**src/rtl/cell_pkg.sv**
```systemverilog
// Shared types for the cell access controller: FSM states, the cell-phase
// encodings seen on {valid, rw}, and the address-width helper.
package cell_pkg;

  typedef enum logic [2:0] {
    IDLE   = 3'd0,
    ISSUE  = 3'd1,
    WAIT_W = 3'd2,
    WAIT_S = 3'd3,
    WAIT_R = 3'd4,
    FIN    = 3'd5
  } state_e;

  // {valid, rw} as driven by the selected cell's own FSM
  localparam logic [1:0] PH_WRITE  = 2'b11;
  localparam logic [1:0] PH_READ   = 2'b10;
  localparam logic [1:0] PH_STABLE = 2'b01;

  function automatic int addr_width(input int n);
    int w;
    w = $clog2(n);
    return (w < 1) ? 1 : w;
  endfunction

endpackage

```
**src/rtl/cell_access_ctrl_if.sv**
```systemverilog
// Bus-side and cell-side signal bundle of the cell access controller.
// The controller is the slave; requesters plus the cell array form the master side.
interface cell_access_ctrl_if #(
  parameter int N_CELLS = 16
);
  localparam int ADDR_W = cell_pkg::addr_width(N_CELLS);

  logic [1:0]         req;
  logic [1:0]         we;
  logic [ADDR_W-1:0]  addr0;
  logic [ADDR_W-1:0]  addr1;
  logic [1:0]         wdata;
  logic [1:0]         gnt;
  logic [1:0]         done;
  logic               err;
  logic               rdata;
  logic [N_CELLS-1:0] cell_sel;
  logic               cell_op;
  logic               cell_din;
  logic               cell_dout;
  logic               cell_valid;
  logic               cell_rw;

  modport master (
    output req, we, addr0, addr1, wdata, cell_dout, cell_valid, cell_rw,
    input  gnt, done, err, rdata, cell_sel, cell_op, cell_din
  );

  modport slave (
    input  req, we, addr0, addr1, wdata, cell_dout, cell_valid, cell_rw,
    output gnt, done, err, rdata, cell_sel, cell_op, cell_din
  );

endinterface

```
**src/rtl/cell_access_ctrl_rr_arb2.sv**
```systemverilog
// Two-way round-robin arbiter: a lone requester wins, a tie goes to the
// requester that did not win last time.
module rr_arb2 (
  input  logic [1:0] req_i,
  input  logic       last_i,
  output logic [1:0] gnt_o
);

  always_comb begin
    gnt_o = 2'b00;
    case (req_i)
      2'b01:   gnt_o = 2'b01;
      2'b10:   gnt_o = 2'b10;
      2'b11:   gnt_o = last_i ? 2'b01 : 2'b10;
      default: gnt_o = 2'b00;
    endcase
  end

endmodule

```
**src/rtl/cell_access_ctrl.sv**
```systemverilog
// Arbitrates two requesters onto a bank of single-bit cells, issues one
// select cycle, then follows the cell's valid/rw phases under a watchdog.
module cell_access_ctrl
  import cell_pkg::*;
#(
  parameter int N_CELLS = 16,
  parameter int TIMEOUT = 8
) (
  input logic               clk,
  input logic               rst,
  cell_access_ctrl_if.slave bus
);

  localparam int                 ADDR_W  = addr_width(N_CELLS);
  localparam logic [7:0]         WD_LAST = 8'(TIMEOUT - 1);
  localparam logic [N_CELLS-1:0] SEL_ONE = {{(N_CELLS-1){1'b0}}, 1'b1};

  state_e             state_q;
  logic [1:0]         gnt_q;
  logic [1:0]         done_q;
  logic               err_q;
  logic               rdata_q;
  logic [N_CELLS-1:0] cell_sel_q;
  logic               cell_op_q;
  logic               cell_din_q;
  logic               last_q;
  logic               bad_q;
  logic [7:0]         wd_cnt_q;

  logic [1:0]         win_s;
  logic [ADDR_W-1:0]  win_addr_s;
  logic               win_we_s;
  logic               win_wdata_s;
  logic               win_bad_s;
  logic [1:0]         phase_s;

  rr_arb2 u_arb (
    .req_i  (bus.req),
    .last_i (last_q),
    .gnt_o  (win_s)
  );

  assign win_addr_s  = win_s[1] ? bus.addr1 : bus.addr0;
  assign win_we_s    = win_s[1] ? bus.we[1] : bus.we[0];
  assign win_wdata_s = win_s[1] ? bus.wdata[1] : bus.wdata[0];
  assign win_bad_s   = 32'(win_addr_s) >= 32'(N_CELLS);
  assign phase_s     = {bus.cell_valid, bus.cell_rw};

  // cell_op_q/cell_din_q double as the latched operands of the granted access
  always_ff @(posedge clk) begin
    if (rst) begin
      state_q    <= IDLE;
      gnt_q      <= 2'b00;
      done_q     <= 2'b00;
      err_q      <= 1'b0;
      rdata_q    <= 1'b0;
      cell_sel_q <= '0;
      cell_op_q  <= 1'b0;
      cell_din_q <= 1'b0;
      last_q     <= 1'b1;
      bad_q      <= 1'b0;
      wd_cnt_q   <= 8'd0;
    end else begin
      case (state_q)
        IDLE: begin
          if (bus.req != 2'b00) begin
            gnt_q      <= win_s;
            last_q     <= win_s[1];
            bad_q      <= win_bad_s;
            cell_op_q  <= win_we_s;
            cell_din_q <= win_wdata_s;
            cell_sel_q <= win_bad_s ? '0 : (SEL_ONE << win_addr_s);
            state_q    <= ISSUE;
          end
        end
        ISSUE: begin
          cell_sel_q <= '0;
          wd_cnt_q   <= 8'd0;
          if (bad_q) begin
            state_q <= FIN;
            done_q  <= gnt_q;
            err_q   <= 1'b1;
          end else begin
            state_q <= cell_op_q ? WAIT_W : WAIT_R;
          end
        end
        WAIT_W: begin
          // a read phase while writing is a protocol violation by the cell
          if (phase_s == PH_WRITE) begin
            state_q  <= WAIT_S;
            wd_cnt_q <= 8'd0;
          end else if (phase_s == PH_READ || wd_cnt_q == WD_LAST) begin
            state_q <= FIN;
            done_q  <= gnt_q;
            err_q   <= 1'b1;
          end else begin
            wd_cnt_q <= wd_cnt_q + 8'd1;
          end
        end
        WAIT_S: begin
          if (phase_s == PH_STABLE || wd_cnt_q == WD_LAST) begin
            state_q <= FIN;
            done_q  <= gnt_q;
            err_q   <= (phase_s != PH_STABLE);
          end else begin
            wd_cnt_q <= wd_cnt_q + 8'd1;
          end
        end
        WAIT_R: begin
          if (phase_s == PH_READ) begin
            rdata_q <= bus.cell_dout;
            state_q <= FIN;
            done_q  <= gnt_q;
            err_q   <= 1'b0;
          end else if (wd_cnt_q == WD_LAST) begin
            state_q <= FIN;
            done_q  <= gnt_q;
            err_q   <= 1'b1;
          end else begin
            wd_cnt_q <= wd_cnt_q + 8'd1;
          end
        end
        FIN: begin
          done_q  <= 2'b00;
          err_q   <= 1'b0;
          gnt_q   <= 2'b00;
          state_q <= IDLE;
        end
        default: begin
          state_q    <= IDLE;
          gnt_q      <= 2'b00;
          done_q     <= 2'b00;
          err_q      <= 1'b0;
          cell_sel_q <= '0;
        end
      endcase
    end
  end

  assign bus.gnt      = gnt_q;
  assign bus.done     = done_q;
  assign bus.err      = err_q;
  assign bus.rdata    = rdata_q;
  assign bus.cell_sel = cell_sel_q;
  assign bus.cell_op  = cell_op_q;
  assign bus.cell_din = cell_din_q;

endmodule

```
**src/flat_wrapper.sv**
```systemverilog
// flat-port wrapper written by rule: the top's interface ports become plain ports
module cell_access_ctrl_flat import cell_pkg::*;
#(
  parameter int N_CELLS = 16,
  parameter int TIMEOUT = 8
)
  (clk, rst, bus_req, bus_we, bus_addr0, bus_addr1, bus_wdata, bus_cell_dout, bus_cell_valid, bus_cell_rw, bus_gnt, bus_done, bus_err, bus_rdata, bus_cell_sel, bus_cell_op, bus_cell_din);
  cell_access_ctrl_if #(.N_CELLS(N_CELLS)) bus_i ();
  input logic clk;
  input logic rst;
  input wire logic [$bits(bus_i.req)-1:0] bus_req;
  input wire logic [$bits(bus_i.we)-1:0] bus_we;
  input wire logic [$bits(bus_i.addr0)-1:0] bus_addr0;
  input wire logic [$bits(bus_i.addr1)-1:0] bus_addr1;
  input wire logic [$bits(bus_i.wdata)-1:0] bus_wdata;
  input wire logic [$bits(bus_i.cell_dout)-1:0] bus_cell_dout;
  input wire logic [$bits(bus_i.cell_valid)-1:0] bus_cell_valid;
  input wire logic [$bits(bus_i.cell_rw)-1:0] bus_cell_rw;
  output wire logic [$bits(bus_i.gnt)-1:0] bus_gnt;
  output wire logic [$bits(bus_i.done)-1:0] bus_done;
  output wire logic [$bits(bus_i.err)-1:0] bus_err;
  output wire logic [$bits(bus_i.rdata)-1:0] bus_rdata;
  output wire logic [$bits(bus_i.cell_sel)-1:0] bus_cell_sel;
  output wire logic [$bits(bus_i.cell_op)-1:0] bus_cell_op;
  output wire logic [$bits(bus_i.cell_din)-1:0] bus_cell_din;
  assign bus_i.req = bus_req;
  assign bus_i.we = bus_we;
  assign bus_i.addr0 = bus_addr0;
  assign bus_i.addr1 = bus_addr1;
  assign bus_i.wdata = bus_wdata;
  assign bus_i.cell_dout = bus_cell_dout;
  assign bus_i.cell_valid = bus_cell_valid;
  assign bus_i.cell_rw = bus_cell_rw;
  assign bus_gnt = bus_i.gnt;
  assign bus_done = bus_i.done;
  assign bus_err = bus_i.err;
  assign bus_rdata = bus_i.rdata;
  assign bus_cell_sel = bus_i.cell_sel;
  assign bus_cell_op = bus_i.cell_op;
  assign bus_cell_din = bus_i.cell_din;
  cell_access_ctrl #(.N_CELLS(N_CELLS), .TIMEOUT(TIMEOUT)) u_core (.clk(clk), .rst(rst), .bus(bus_i));
endmodule
```
**config.mk**
```make
export PLATFORM = sky130hd
export DESIGN_NAME = cell_access_ctrl_flat
export DESIGN_NICKNAME = d
export VERILOG_FILES = /design/src/rtl/cell_pkg.sv /design/src/rtl/cell_access_ctrl_if.sv /design/src/rtl/cell_access_ctrl_rr_arb2.sv /design/src/rtl/cell_access_ctrl.sv /design/src/flat_wrapper.sv
export SDC_FILE = /design/constraint.sdc
export NUM_CORES = 1
export LEC_CHECK = 0
export ABC_AREA = 1
export BUFFER_PORTS_ARGS = -buffer_cell sky130_fd_sc_hd__buf_4
export CAP_MARGIN = 10
export CORE_ASPECT_RATIO = 0.7
export CORE_UTILIZATION = 60
export CTS_BUF_LIST = sky130_fd_sc_hd__clkbuf_8
export DETAILED_ROUTE_END_ITERATION = 10
export GPL_ROUTABILITY_DRIVEN = 0
export PLACE_DENSITY = 0.89
export SYNTH_ARGS = -nofsm -noshare
export SYNTH_HDL_FRONTEND = slang
export SYNTH_SLANG_ARGS = --single-unit
```
**constraint.sdc**
```tcl
create_clock -name clk -period 2.4 [get_ports clk]
set_input_delay 0.48 -clock clk [delete_from_list [all_inputs] [get_ports clk]]
set_output_delay 0.48 -clock clk [all_outputs]
set_load 0.1 [all_outputs]
```
==> results of run 1 <==
-- metrics by stage --
step	setup slack (ns)	hold WS [ns]	area, µm²
after CTS	0.798	0.468	2430
after detailed placement	0.712	0.454	2320
final	0.757	0.469	2430
after global placement	0.767	0.443	2320
after floorplan	0.950	0.429	1980
after global routing	0.555	0.481	2430
-- path summary, 6_finish.rpt --
path	from	end	cells after the start	slack (ns)
worst min-delay path	u_core.bus.cell_sel[2]$_SDFFE_PP0P_	u_core.bus.cell_sel[2]$_SDFFE_PP0P_	2	0.47
worst max register to register	u_core.wd_cnt_q[0]$_SDFFE_PP0P_	u_core.bus.err$_SDFFE_PP0P_	8	0.76
worst min register to register	u_core.bus.cell_sel[2]$_SDFFE_PP0P_	u_core.bus.cell_sel[2]$_SDFFE_PP0P_	2	0.47
worst max-delay path	u_core.wd_cnt_q[0]$_SDFFE_PP0P_	u_core.bus.err$_SDFFE_PP0P_	8	0.76
-- state kept, by name (all words and copies together) (netlist names) --
name                 flops
u_core.bus.cell_sel     16
u_core.wd_cnt_q          8
u_core.state_q           3
u_core.bus.done          2
u_core.bus.gnt           2
u_core.bus.cell_din      1
u_core.bus.cell_op       1
u_core.bus.err           1
u_core.bus.rdata         1
u_core.last_q            1
-- layout make-up --
cell class | instances | area (µm²) | share of cell area, %
clock inverters | 3 | 38.8 | 1.60
flip-flops and latches | 36 | 721 | 29.7
multi-input cells | 241 | 1130 | 46.5
repair buffers | 42 | 315 | 13.0
well taps | 38 | 47.5 | 1.96
clock buffers | 5 | 68.8 | 2.83
inverters | 28 | 108 | 4.43
-- kinds of logic (layout without fill, tap and decap cells) --
logic type	Yosys count	after routing	share of synthesized area, %
buffers and inverters	32	78	6.39
and+or+nand+nor	194	194	43.5
adders and majority gates	1	1	0.633
AOI/OAI and AO/OA	46	46	13.0
DFF	36	36	36.5
-- worst max-delay path, delay by kind of cell, from the launching register on --
family | cells | cell delay, ns
fa+ha+maj | 1 | 0.24
simple gates | 7 | 0.94
flops | 1 | 0.36
-- routing by layer --
metal	vias to the layer above	part of all wire, %
li1	1079	-
met1	916	47
met2	85	43
met3	12	8.4
met4	0	1.9
met5	-	0
-- power groups by stage --
stage	registers (mW)	logic (mW)	clock network [mW]
3_5_place_dp	0.819	1.67	0
5_1_grt	0.821	1.86	0.547
6_report	0.810	1.71	0.521
3_3_place_gp	0.816	1.65	0
2_1_floorplan	1.22	0.945	0
4_1_cts	0.807	1.70	0.529
-- cells in the mapped netlist (all sizes together) --
cell	count
a21oi	29
dfxtp	36
nand4	5
and2	1
o211ai	1
inv	28
clkbuf	3
a31oi	2
o21ai	13
ha	1
nand2	117
o21bai	1
nand3	24
buf	1
nor2	47
==> flow_metrics.py, run 1 <==
metrics = {
    "critical_path": {
        "critPathRequiredTime_ns": 2.59,
        "crit_type": "flop to flop",
        "cp_slowest_cell": "dfxtp_1",
        "arrival_ns": 1.83,
        "endpoint_kind": "flop",
        "cp_cell_sequence": "ha_1 -> nand3_1 -> nor2_1 -> nor2_1 -> nor2_2 -> nand3_1 -> nand2_1 -> nor2_1",
        "cp_max_fo": 4,
        "start_kind": "flop",
        "cpMostUsedCell": "nor2_1",
        "slowest_delay_ns": 0.36,
    },
    "synthesis": {
        "yosysTopAreaCell": "dfxtp_1",
        "yosysWarnings": 0,
        "synthTopCellsByArea": "dfxtp_1 36%, nand2_1 21%, nor2_1 7.8%, a21oi_1 6.8%, nand3_1 5.3%",
        "ys_ff_latch": 36,
        "syn_area_um2": 1980,
        "yosysTopAreaCellShare_pct": 36.5,
        "ys_seq_area_share_pct": 36.5,
        "syn_inst": 309,
        "syn_nets": 329,
        "synth_cell_types": 27,
        "avgSynthCellArea_um2": 6.40,
    },
    "sta": {
        "relSlewSlack_pct": 71.4,
        "rsz0062_at_grt": "no",
        "final.setup_skew_ns": 0.00385,
        "max_slew.worst_pin.slew_ns": 0.429,
        "slew_viol_final": 0,
        "setup_violations": 0,
        "fin_crit_sh_pct": 68.5,
        "finalHoldViolCount": 0,
        "layout_min_cycle_time_ns": 1.64,
        "max_freq_mhz": 608,
        "final.setup.tns_ns": 0,
    },
    "global_routing": {
        "grt_busiest_layer": "met2",
        "use_met3_pct": 6.34,
        "use_met2_pct": 43.9,
        "overflow": 0,
        "antenna_found_initial": 0,
        "grt_usage_pct": 29.4,
        "grt_max_degree": 32,
        "grt_pass1_vias": 1813,
        "grt_pass1_wl_mm": 8.10,
        "grtUsageMet1_pct": 42.2,
    },
    "finish": {
        "antenna_cells": 0,
        "drive_gt1_share_pct": 21.4,
        "fill_cells": 249,
        "finish.utilization_pct": 77.1,
        "final_nets": 374,
        "final_common_cell": "nand2_1",
        "final_cell_mix": "108 x nand2_1, 42 x buf_4, 41 x nor2_1",
        "area_delta_synth_final_pct": 22.8,
        "stdcell_count": 393,
    },
    "power": {
        "p_switching_mw": 1.59,
        "p_sw_share_pct": 52.4,
        "power.internal_mw": 1.45,
        "p_seq_share_pct": 26.6,
        "power_mw": 3.04,
        "power_leakage_nw": 1.13,
        "peakVddDrop_uv": 665,
        "p_per_area_nw_per_um2": 1250,
        "pwr-share-comb_pct": 56.2,
        "pwr-share-clk_pct": 17.1,
    },
    "hold_path": {
        "hp-class": "flop to flop",
    },
    "status": {
        "status": "finished, violations left",
        "violations": "DRC",
    },
    "cts": {
        "cts_tree": "yes",
        "clock_latency_ns": 0.29,
        "h-tree-depth": 2,
        "cts_resized": 0,
        "clk_path_buf_depth": 2,
        "cts.clk_slew.worst_paths_ns": 0.07,
        "cts_root_buf": "clkbuf_8",
        "post_cts_buffers": 0,
        "cts_hold_buf": 0,
        "cts_sinks": 36,
        "cts-buffers-inserted": 5,
    },
    "floorplanning": {
        "die_h_um": 50.0,
        "start_util_pct": 62.8,
        "dieArea_um2": 3530,
        "die_x_um": 70.6,
        "core-area_um2": 3150,
        "num_rows": 17,
        "io_pins": 43,
    },
    "route": {
        "drc_errors": 6,
        "drt_pre_antenna_iters": 8,
        "ant_nets": 0,
        "num_vias": 2092,
        "drt-initial-drc-count": 186,
        "routed_via_density": 5.32,
        "avgRoutedWirePerCell_um": 12.3,
        "wirelength_mm": 4.85,
    },
    "placement": {
        "place_hpwl_mm": 3.54,
        "dp_cells": 385,
        "port-buffer-count": 42,
    },
    "run": {
        "cap_viol_max_count": 0,
    },
}
Note: power is estimated with default switching activity, not from simulation.
==> run 2, diff against run 1 <==
- CORE_UTILIZATION: 60 -> 56
- PLACE_DENSITY: 0.89 -> 0.84
- clock period: 2.4 -> 1.7 ns (I/O delays scaled with it)
==> run 2 against run 1 <==
  * Critical path type unchanged
  * The flow now finishes without violations
  * Via count is 0.72% higher
  * Die area increased by 6.9%
  * Combinational power is 43% higher
  * Highest routed layer unchanged
==> flow_metrics.py, run 2 (synthesis results as in run 1) <==
metrics = {
    "finish": {
        "antenna_cells": 0,
        "final_common_cell": "nand2_1",
        "drive_gt1_share_pct": 23.9,
        "multi_input_area_um2": 1150,
        "final_nets": 376,
        "finish.utilization_pct": 76.0,
        "regArea_um2": 724,
        "final_cell_mix": "108 x nand2_1, 44 x buf_4, 39 x nor2_1",
        "stdcell_count": 403,
        "area_delta_synth_final_pct": 25.1,
        "largest_reg_flops": 16,
        "finalInstanceArea_um2": 2470,
        "fill_cells": 278,
    },
    "sta": {
        "fin_crit_sh_pct": 90.3,
        "relSlewSlack_pct": 71.5,
        "rsz0062_at_grt": "no",
        "setup_violations": 0,
        "max_slew.worst_pin.slew_ns": 0.428,
        "finalHoldViolCount": 0,
        "final.setup.tns_ns": 0,
        "final.setup_skew_ns": 0.00956,
        "slew_viol_final": 0,
        "layout_min_cycle_time_ns": 1.54,
        "max_freq_mhz": 651,
    },
    "route": {
        "wirelength_mm": 5.00,
        "drt_pre_antenna_iters": 4,
        "drt-initial-drc-count": 164,
        "routed_via_density": 5.23,
        "ant_nets": 0,
        "num_vias": 2107,
        "avgRoutedWirePerCell_um": 12.4,
        "drc_errors": 0,
    },
    "critical_path": {
        "cp_cell_sequence": "nand2_2 -> nor2_4 -> inv_2 -> nand3_4 -> nand2_2 -> nor2_4 -> nand2_1 -> a21oi_1",
        "slowest_delay_ns": 0.45,
        "endpoint_kind": "flop",
        "worst-r2r-cell-count": 8,
        "cp_max_fo": 7,
        "cp_slowest_cell": "dfxtp_2",
        "crit_type": "flop to flop",
        "path_buf_inv": 1,
        "start_kind": "flop",
        "cp_top_family": "simple AND/OR/NAND/NOR gates",
        "arrival_ns": 1.74,
        "reg2reg_from": "u_core.state_q[1]$_SDFFE_PP0P_",
        "r2r-end": "u_core.wd_cnt_q[6]$_SDFFE_PP0P_",
        "critPathRequiredTime_ns": 1.91,
        "r2r_setup_slack_ns": 0.16,
    },
    "floorplanning": {
        "io_pins": 43,
        "die_x_um": 73.0,
        "die_h_um": 51.7,
        "num_rows": 17,
        "dieArea_um2": 3780,
        "core-area_um2": 3250,
        "start_util_pct": 60.7,
    },
    "power": {
        "power_leakage_nw": 1.13,
        "p_sw_share_pct": 52.8,
        "power_mw": 4.28,
        "p_seq_share_pct": 27.4,
        "p_switching_mw": 2.26,
        "power.internal_mw": 2.02,
        "pwr-share-comb_pct": 57.1,
        "peakVddDrop_uv": 1170,
        "pwr-share-clk_pct": 15.5,
        "p_per_area_nw_per_um2": 1730,
    },
    "cts": {
        "cts.clk_slew.worst_paths_ns": 0.08,
        "cts_tree": "yes",
        "cts_root_buf": "clkbuf_8",
        "h-tree-depth": 2,
        "cts-buffers-inserted": 5,
        "clk_path_buf_depth": 2,
        "cts_hold_buf": 0,
        "clock_latency_ns": 0.29,
        "cts_sinks": 36,
    },
    "hold_path": {
        "min_path_cells": 2,
        "hold_end": "u_core.wd_cnt_q[7]$_SDFFE_PP0P_",
        "hp-class": "input pin to flop",
        "min_from": "rst",
    },
    "global_routing": {
        "grt_usage_pct": 28.5,
        "antenna_found_initial": 0,
        "grt_max_degree": 27,
        "grt_pass1_vias": 1810,
        "grt_pass1_wl_mm": 8.15,
        "overflow": 0,
    },
    "placement": {
        "place_hpwl_mm": 3.67,
        "placed_area_um2": 2350,
        "port-buffer-count": 42,
        "dp_cells": 396,
    },
    "status": {
        "status": "finished clean",
    },
    "run": {
        "cap_viol_max_count": 0,
    },
}
==> run 2: metrics by stage <==
stage	setup slack, ns	hold slack [ns]
6_report	0.165	0.267
5_1_grt	0.0218	0.255
4_1_cts	0.107	0.261
3_5_place_dp	0.151	0.454
3_3_place_gp	0.175	0.447
2_1_floorplan	0.250	0.429
==> run 2: final cells by class <==
cell class | instances | area share [%]
Clock buffer | 7 | 3.90
Inverter | 28 | 4.35
Multi-Input combinational cell | 241 | 46.7
Sequential cell | 36 | 29.3
Tap cell | 47 | 2.38
Timing Repair Buffer | 44 | 13.4
==> run 2: repair_timing <==
item / CTS / global route
resized for setup: 0 / 10
buffers inserted: 0 / 0
setup endpoints to repair: 0 / 15
==> run 2: how the worst max path moves through the flow <==
stage	startpoint	end	slack (ns)	cells after the start
after global routing	u_core.wd_cnt_q[0]$_SDFFE_PP0P_	u_core.state_q[1]$_SDFFE_PP0P_	0.02	10
after detailed placement	u_core.state_q[1]$_SDFFE_PP0P_	u_core.wd_cnt_q[1]$_SDFFE_PP0P_	0.15	9
after global placement	u_core.state_q[0]$_SDFFE_PP0P_	u_core.bus.done[0]$_SDFFE_PP0P_	0.17	8
after floorplan	u_core.bus.cell_op$_SDFFE_PP0P_	u_core.state_q[2]$_SDFFE_PP0P_	0.25	3
final	u_core.state_q[1]$_SDFFE_PP0P_	u_core.wd_cnt_q[6]$_SDFFE_PP0P_	0.16	8
after CTS	u_core.state_q[1]$_SDFFE_PP0P_	u_core.wd_cnt_q[1]$_SDFFE_PP0P_	0.11	9
==> run 2: metal layers <==
metal  global-route usage (%)  vias to the layer above  wire [µm]
li1                         -                     1080          -
met1                     39.9                      963       2440
met2                     44.0                       56       2210
met3                     6.98                        8        292
met5                        0                        -          0
met4                     7.19                        0         53
==> run 2: power groups by stage <==
stage	combinational (mW)	clock, mW	sequential (mW)
final	2.44	0.663	1.17
after global routing	2.66	0.700	1.19
after CTS	2.39	0.663	1.15
after detailed placement	2.36	0	1.16
after global placement	2.34	0	1.15
after floorplan	1.33	0	1.72
